$ cat config.mk
export PLATFORM = sky130hd
export DESIGN_NAME = pds_port_router
export DESIGN_NICKNAME = d
export VERILOG_FILES = /design/src/rtl/pds_port_router.sv
export SDC_FILE = /design/constraint.sdc
export NUM_CORES = 1
export LEC_CHECK = 0
export BUFFER_PORTS_ARGS = -buffer_cell sky130_fd_sc_hd__buf_2
export CORE_UTILIZATION = 62
export CTS_BUF_LIST = sky130_fd_sc_hd__clkbuf_8
export CTS_CLUSTER_SIZE = 25
export DETAILED_ROUTE_END_ITERATION = 16
export PLACE_DENSITY = 0.83
export SKIP_LAST_GASP = 1
export SLEW_MARGIN = 20
export SYNTH_ARGS = -nofsm -noshare
export SYNTH_HDL_FRONTEND = slang
export SYNTH_SLANG_ARGS = --single-unit
export TNS_END_PERCENT = 1
$ cat constraint.sdc
create_clock -name clk -period 3.05 [get_ports clk]
set_input_delay 0.1525 -clock clk [delete_from_list [all_inputs] [get_ports clk]]
set_output_delay 0.1525 -clock clk [all_outputs]
set_load 0.05 [all_outputs]
$ cat src/rtl/pds_port_router.sv
// Packet router: demultiplexes one ingress packet stream by target field into
// NUM_PORTS show-ahead egress FIFOs with valid/ready handshakes and a drop counter.
module pds_port_router #(
  parameter int NUM_PORTS    = 4,
  parameter int ADDR_W       = 4,
  parameter int DATA_W       = 8,
  parameter int FIFO_DEPTH   = 4,
  parameter int DROP_ON_FULL = 1,
  parameter int CNT_W        = 16,
  localparam int PKT_W       = 2*ADDR_W + DATA_W
) (
  input  logic                       clk,
  input  logic                       reset,
  input  logic [PKT_W-1:0]           data_ip,
  input  logic                       valid_up,
  output logic                       ready_up,
  output logic [NUM_PORTS*PKT_W-1:0] data_op,
  output logic [NUM_PORTS-1:0]       valid_op,
  input  logic [NUM_PORTS-1:0]       ready_op,
  output logic [NUM_PORTS-1:0]       fifo_full,
  output logic [CNT_W-1:0]           drop_cnt
);

  localparam int PTR_W = $clog2(FIFO_DEPTH);

  logic [ADDR_W-1:0]    target;
  logic [NUM_PORTS-1:0] sel;
  logic                 target_valid;
  logic                 target_full;
  logic                 accept;
  logic                 drop;
  logic [CNT_W-1:0]     drop_cnt_reg;

  assign target       = data_ip[DATA_W +: ADDR_W];
  // One-hot port select; an all-zero vector means the target is out of range.
  assign target_valid = |sel;
  assign target_full  = |(sel & fifo_full);

  always_comb begin
    ready_up = 1'b0;
    if (reset) begin
      if (DROP_ON_FULL != 0) ready_up = 1'b1;
      else                   ready_up = !target_full;
    end
  end

  assign accept   = valid_up && ready_up;
  assign drop     = accept && (!target_valid || target_full);
  assign drop_cnt = drop_cnt_reg;

  always_ff @(posedge clk) begin
    if (!reset) begin
      drop_cnt_reg <= '0;
    end else if (drop && (drop_cnt_reg != {CNT_W{1'b1}})) begin
      drop_cnt_reg <= drop_cnt_reg + CNT_W'(1);
    end
  end

  genvar gi;
  generate
    for (gi = 0; gi < NUM_PORTS; gi++) begin : g_port
      logic [PKT_W-1:0] mem [FIFO_DEPTH];
      logic [PTR_W-1:0] wr_ptr_reg;
      logic [PTR_W-1:0] rd_ptr_reg;
      logic [PTR_W:0]   count_reg;
      logic [PTR_W:0]   count_next;
      logic             full_reg;
      logic             push;
      logic             pop;
      logic             not_empty;

      assign sel[gi]   = (target == ADDR_W'(gi));
      assign not_empty = (count_reg != '0);
      // Full is the start-of-cycle state, so a same-cycle pop does not make room.
      assign push      = accept && sel[gi] && !full_reg;
      assign pop       = not_empty && ready_op[gi];

      always_comb begin
        count_next = count_reg;
        case ({push, pop})
          2'b10:   count_next = count_reg + (PTR_W+1)'(1);
          2'b01:   count_next = count_reg - (PTR_W+1)'(1);
          default: count_next = count_reg;
        endcase
      end

      always_ff @(posedge clk) begin
        if (!reset) begin
          wr_ptr_reg <= '0;
          rd_ptr_reg <= '0;
          count_reg  <= '0;
          full_reg   <= 1'b0;
        end else begin
          if (push) wr_ptr_reg <= wr_ptr_reg + PTR_W'(1);
          if (pop)  rd_ptr_reg <= rd_ptr_reg + PTR_W'(1);
          count_reg <= count_next;
          full_reg  <= (count_next == (PTR_W+1)'(FIFO_DEPTH));
        end
      end

      always_ff @(posedge clk) begin
        if (push) mem[wr_ptr_reg] <= data_ip;
      end

      assign valid_op[gi]                 = not_empty;
      assign fifo_full[gi]                = full_reg;
      assign data_op[gi*PKT_W +: PKT_W]   = not_empty ? mem[rd_ptr_reg] : '0;
    end
  endgenerate

endmodule

==> results of run 1 <==
==> area by class of cell <==
type / instances / area share (%)
clock buffer: 53 / 5.08
clock inverter: 34 / 1.12
inverter: 27 / 0.705
multi-input combinational: 346 / 24.1
sequential: 312 / 61.3
tap: 265 / 2.31
timing repair buffer: 138 / 5.35
==> layer usage <==
| layer | track usage (%) | up-vias | part of all wire (%) |
|---|---|---|---|
| met2 | 42.9 | 283 | 52 |
| li1 | - | 3039 | - |
| met3 | 4.90 | 43 | 6.5 |
| met4 | 8.98 | 0 | 2.3 |
| met1 | 30.5 | 3421 | 40 |
| met5 | 0 | - | 0 |
==> what timing repair did <==
| item | 4_1_cts | 5_1_grt |
|---|---|---|
| setup buffers | 0 | 0 |
| endpoints found under the hold margin | 26 | 3 |
| hold buffers | 3 | 1 |
==> worst min-delay path by stage <==
stage,start,end,slack [ns],cells past startpoint
after floorplan,data_ip[0],g_port[0].mem[0][0],0.25,0
after global placement,drop_cnt[11],drop_cnt[11],0.47,2
after detailed placement,drop_cnt[11],drop_cnt[11],0.49,2
after CTS,data_ip[0],g_port[2].mem[0][0],0.003,1
after global routing,data_ip[6],g_port[3].mem[1][6],0.006,1
final,data_ip[6],g_port[0].mem[0][6],0.02,1
==> logic make-up (layout without fill, tap and decap cells) <==
family,after synthesis,in the layout,synth area share [%]
AOI/OAI and AO/OA,35,35,1.96
xor gates and xnor gates,20,20,1.39
adders and majority gates,25,25,2.72
buffers and inverters,68,252,2.56
DFF,312,312,69.9
muxes,75,75,12.3
and+or+nand+nor,191,191,9.13
==> cells in the mapped netlist (6+ instances only) <==
cell type	number
nor2b_1	13
or3_1	11
o21ai_0	10
a21boi_0	6
nand2_1	22
clkbuf_1	22
and2_1	101
edfxtp_1	256
nand3_1	7
nand4_1	7
dfxtp_1	56
xnor2_1	16
buf_4	9
ha_1	21
inv_1	27
mux2i_1	11
buf_2	8
mux4_2	64
==> power groups by stage <==
stage / clock network [µW] / registers, µW / logic [µW]
after floorplan: 0 / 4800 / 1540
after global placement: 0 / 4800 / 1930
after detailed placement: 0 / 4800 / 1990
after CTS: 3200 / 4720 / 2000
after global routing: 3400 / 4720 / 2100
final: 3150 / 4720 / 1980
==> stage by stage <==
step                hold WS [ns]  setup WS [ns]
global route             0.00600          0.369
floorplan                  0.251          0.744
finish                    0.0229          0.539
CTS                      0.00311          0.541
global placement           0.468          0.704
detailed placement         0.488          0.582
==> metrics, run 1 <==
Ports 112; RSZ-0062 raised after global routing false; HPWL Detailed 15900 µm; core area 0.0197 mm²; Crit. path cell count 10; Die ar. 0.0209 mm²; asr flop ratio synth 0%; nets 922; Seq/Total Area, Yosys 69.9%; post-route antenna net violation count 0; P&R area growth vs syn 14.0%; worst vdd ir 0.000340 V; GRT Residual Overflow 0; CTS tree yes; area of the multi-input gates 0.00347 mm²; worst setup path endpoint g_port[3].full_reg; first-pass GRT wire length 37500 µm; clock root buffer clkbuf_8; r2r endpoint g_port[3].full_reg; Final Setup Violations 0; clk buf depth 3; # Max-Cap Violations 0; overall via count from detail_route 6786; final routed DRC violation total 0; Pint 6960 µW; largest net degree at the start of global routing 54; Initial Util 63.9%; Max Clock Freq 0.398 GHz; Startpoint Class flop; Buffers on Ports 111; initial antenna violation count 0; Post-Route Setup TNS 0 ns; Final Core Density 72.9%; vias per std cell 5.78; relative slew slack 39.9%; clock slew at reported path FFs 0.06 ns; slowest CP cell dfxtp_1; Crit. End Element flop; Syn Nets 774; Net Sw Power 2890 µW; commonest non-fill, non-tap cell in the layout edfxtp_1; CP Launch Point g_port[3].count_reg[0]; DR iter-0 viols 468; routability cong. 0.774; crit path time final 2.51 ns; DP Cell Count 1084; worst setup path class flop to flop; Buf/Inv on CP 2; Power Dens Cells 686 mW/mm²; CTS buffer count 49; Reg2Reg Setup Slack 0.54 ns; Std-Cell Rows 51; Synth Register Bits 312; Clock Latency Late Sink 0.54 ns; Worst EP required 3.53 ns; all-layer global routing usage 24.6%; Avg WL per Cell 20.7 µm; Pleak 0.00510 µW; Hold Path Class input port to flop; Worst R2R Start g_port[3].count_reg[0]; Pins Over Slew Limit 0; area post-placement 0.0134 mm²; post_cts resized 0; # clock sinks 312; critical path fanouts, max 18; share of layout cells above drive strength 1 29.1%; cell family with most CP delay simple AND/OR/NAND/NOR gates; Logic pwr share 20.1%; Post-Syn Area 0.0126 mm²; Final Power 9850 µW; Data arrival, critical path 2.99 ns; ys flop type edfxtp_1; reg2reg path depth 10; delay of the slowest cell on the worst path 0.40 ns; post-synth cell types 51; Hold Fails Final Rpt 0; most frequent cells in the layout edfxtp_1, buf_2, and2_1, mux4_2, dfxtp_1; Least-Margin Pin Slew 0.901 ns; final WL 24300 µm; DRT Pass-1 Iters 4; leading area contributor after synthesis edfxtp_1; Synth area leaders edfxtp_1, mux4_2, dfxtp_1; CP Cell Sequence or3_1, buf_4, and2_1, ha_1, inv_1, fa_1, xor2_1, or3_1, a21boi_0, and2_1; clock group share of total power 32.0%; Register Area 0.00881 mm²; number of global-route vias before repair 7118; crit share post-route 82.3%; max reg flops 256; status completed; Die X 145 µm; Reg power frac 47.9%; Fill cells 1149; Inserted Diodes 0; Die Y 145 µm; Syn Inst Count 726; design area 0.0144 mm²; Syn. warnings 0; syn avg cell area 17.4 µm²; clock skew 0.00949 ns; top cell type's share of synthesized area 61.0%; EDFF count, synth 256; Final Non-Filler Cells 1175; switching portion of total power 29.3%; CTS H-Tree Depth 2
No activity file was read; power rests on OpenSTA's default activity.
==> inputs of run 2 (changes only) <==
--- a/config.mk
+++ b/config.mk
@@ -6,11 +6,11 @@
 export NUM_CORES = 1
 export LEC_CHECK = 0
 export BUFFER_PORTS_ARGS = -buffer_cell sky130_fd_sc_hd__buf_2
-export CORE_UTILIZATION = 62
+export CORE_UTILIZATION = 56
 export CTS_BUF_LIST = sky130_fd_sc_hd__clkbuf_8
 export CTS_CLUSTER_SIZE = 25
 export DETAILED_ROUTE_END_ITERATION = 16
-export PLACE_DENSITY = 0.83
+export PLACE_DENSITY = 0.79
 export SKIP_LAST_GASP = 1
 export SLEW_MARGIN = 20
 export SYNTH_ARGS = -nofsm -noshare
==> constraint.sdc (replaced) <==
create_clock -name clk -period 2.3 [get_ports clk]
set_input_delay 0.115 -clock clk [delete_from_list [all_inputs] [get_ports clk]]
set_output_delay 0.115 -clock clk [all_outputs]
set_load 0.05 [all_outputs]
==> metrics, run 2 (synthesized netlist as in run 1, its figures left out) <==
clock group share of total power 32.6%; Post-Route Setup TNS 0 ns; Reg2Reg Setup Slack 0.16 ns; max reg flops 256; Ports 112; CTS buffer count 48; Inserted Diodes 0; core area 0.0220 mm²; Die ar. 0.0231 mm²; hold slack 0.0528 ns; worst vdd ir 0.000467 V; Final Setup Violations 0; Initial Util 57.4%; Logic pwr share 20.5%; commonest non-fill, non-tap cell in the layout edfxtp_1; all-layer global routing usage 21.0%; P&R area growth vs syn 16.4%; Avg WL per Cell 19.2 µm; DRT Pass-1 Iters 10; first-pass GRT wire length 37100 µm; Die X 152 µm; number of global-route vias before repair 6886; Buffers on Ports 111; final WL 23300 µm; DR iter-0 viols 375; final routed DRC violation total 14; Pleak 0.00524 µW; clock skew 0.0243 ns; status finished with violations; initial antenna violation count 0; RSZ-0062 raised after global routing true; largest net degree at the start of global routing 54; Max Clock Freq 0.446 GHz; routability cong. 0.766; overall via count from detail_route 6639; failing checks design-rule violations; CTS H-Tree Depth 2; Hold Crit Depth 4; Startpoint Class flop; Pins Over Slew Limit 0; Clock Latency Late Sink 0.56 ns; Worst R2R Start g_port[1].count_reg[0]; worst setup path class flop to output port; Hold Fails Final Rpt 0; Reg power frac 47.0%; critical path fanouts, max 16; crit path time final 2.24 ns; reg2reg path depth 9; share of layout cells above drive strength 1 31.3%; clock root buffer clkbuf_8; clock slew at reported path FFs 0.06 ns; clk buf depth 3; Pint 9380 µW; post-route antenna net violation count 0; HPWL Detailed 14900 µm; Net Sw Power 3890 µW; relative slew slack 68.2%; most frequent cells in the layout edfxtp_1, buf_2, and2_1, mux4_2, dfxtp_1; # clock sinks 312; Power Dens Cells 904 mW/mm²; GRT Residual Overflow 0; crit share post-route 97.4%; HP Start ready_op[1]; Die Y 152 µm; Least-Margin Pin Slew 0.470 ns; Std-Cell Rows 54; Hold Path Class input port to flop; nets 951; r2r endpoint g_port[1].full_reg; Data arrival, critical path 2.13 ns; CTS tree yes; vias per std cell 5.45; Crit. End Element output port; Worst EP required 2.18 ns; # Max-Cap Violations 0; switching portion of total power 29.3%
## run 2: changes by cell type in the layout (fill, tap and decap cells not counted), moves of 2 or more
cell | previous run | this run
dlygate4sd3_1 | 4 | 12
dfxtp_2 | 0 | 2
inv_1 | 48 | 42
dfxtp_1 | 56 | 54
a21boi_1 | 3 | 5
a21boi_0 | 6 | 3
clkinv_2 | 3 | 5
buf_4 | 23 | 43
buf_6 | 0 | 2
## run 2: layout make-up
cell class,instances,area [µm²]
Inverter,27,101
Tap cell,280,350
Clock inverter,34,199
Fill cell,1420,7290
Sequential cell,312,8810
Clock buffer,52,716
Multi-Input combinational cell,346,3470
Timing Repair Buffer,168,1020
## run 2: worst max path at each step
stage,from,to,slack [ns],depth (start not counted)
floorplan,drop_cnt[0],drop_cnt[4],0.005,8
global placement,data_ip[11],g_port[0].full_reg,-0.06,11
detailed placement,data_ip[11],g_port[0].full_reg,-0.15,11
CTS,flop,data_op[16],-0.005,4
global route,flop,data_op[17],-0.04,4
finish,flop,data_op[17],0.06,4
## run 2: layer usage
metal	vias up	global-route usage (%)	part of all wire [%]
met2	194	36.1	51
met1	3308	26.7	41
met4	0	7.53	2.2
met5	-	0	0
li1	3096	-	-
met3	41	4.05	5.7
## run 2: per-stage QoR
stage / power (µW) / worst slack, ns / area [µm²] / std cells / utilization, %
2_1_floorplan: 8400 / 0.00481 / 12600 / 726 / -
3_3_place_gp: 9000 / -0.0606 / 13600 / 1121 / 62.0
3_5_place_dp: 9050 / -0.152 / 13600 / 1121 / 62.0
4_1_cts: 13400 / -0.00466 / 14700 / 1219 / 66.8
5_1_grt: 13800 / -0.0351 / 14700 / 1219 / 66.8
6_report: 13300 / 0.0600 / 14700 / 1219 / 66.8
## run 2: repair_timing
action / in CTS / in global routing
endpoints found under the hold margin: 192 / 0
setup buffers: 0 / 0
endpoints found under the setup margin: 3 / 34
resized for setup: 1 / 7
gates cloned: 0 / 0
hold buffers: 12 / 0
## run 2: power groups by stage
stage / combinational [µW] / clock (µW) / sequential, µW
finish: 2710 / 4320 / 6230
global route: 2890 / 4640 / 6230
CTS: 2730 / 4420 / 6230
detailed placement: 2700 / 0 / 6340
global placement: 2660 / 0 / 6340
floorplan: 2040 / 0 / 6360
## run 2: critical path: stages (launching register included)
cell,delay (ns)
dfxtp_1,0.31
buf_4,0.31
mux4_2,0.54
and2_1,0.21
buf_2,0.22
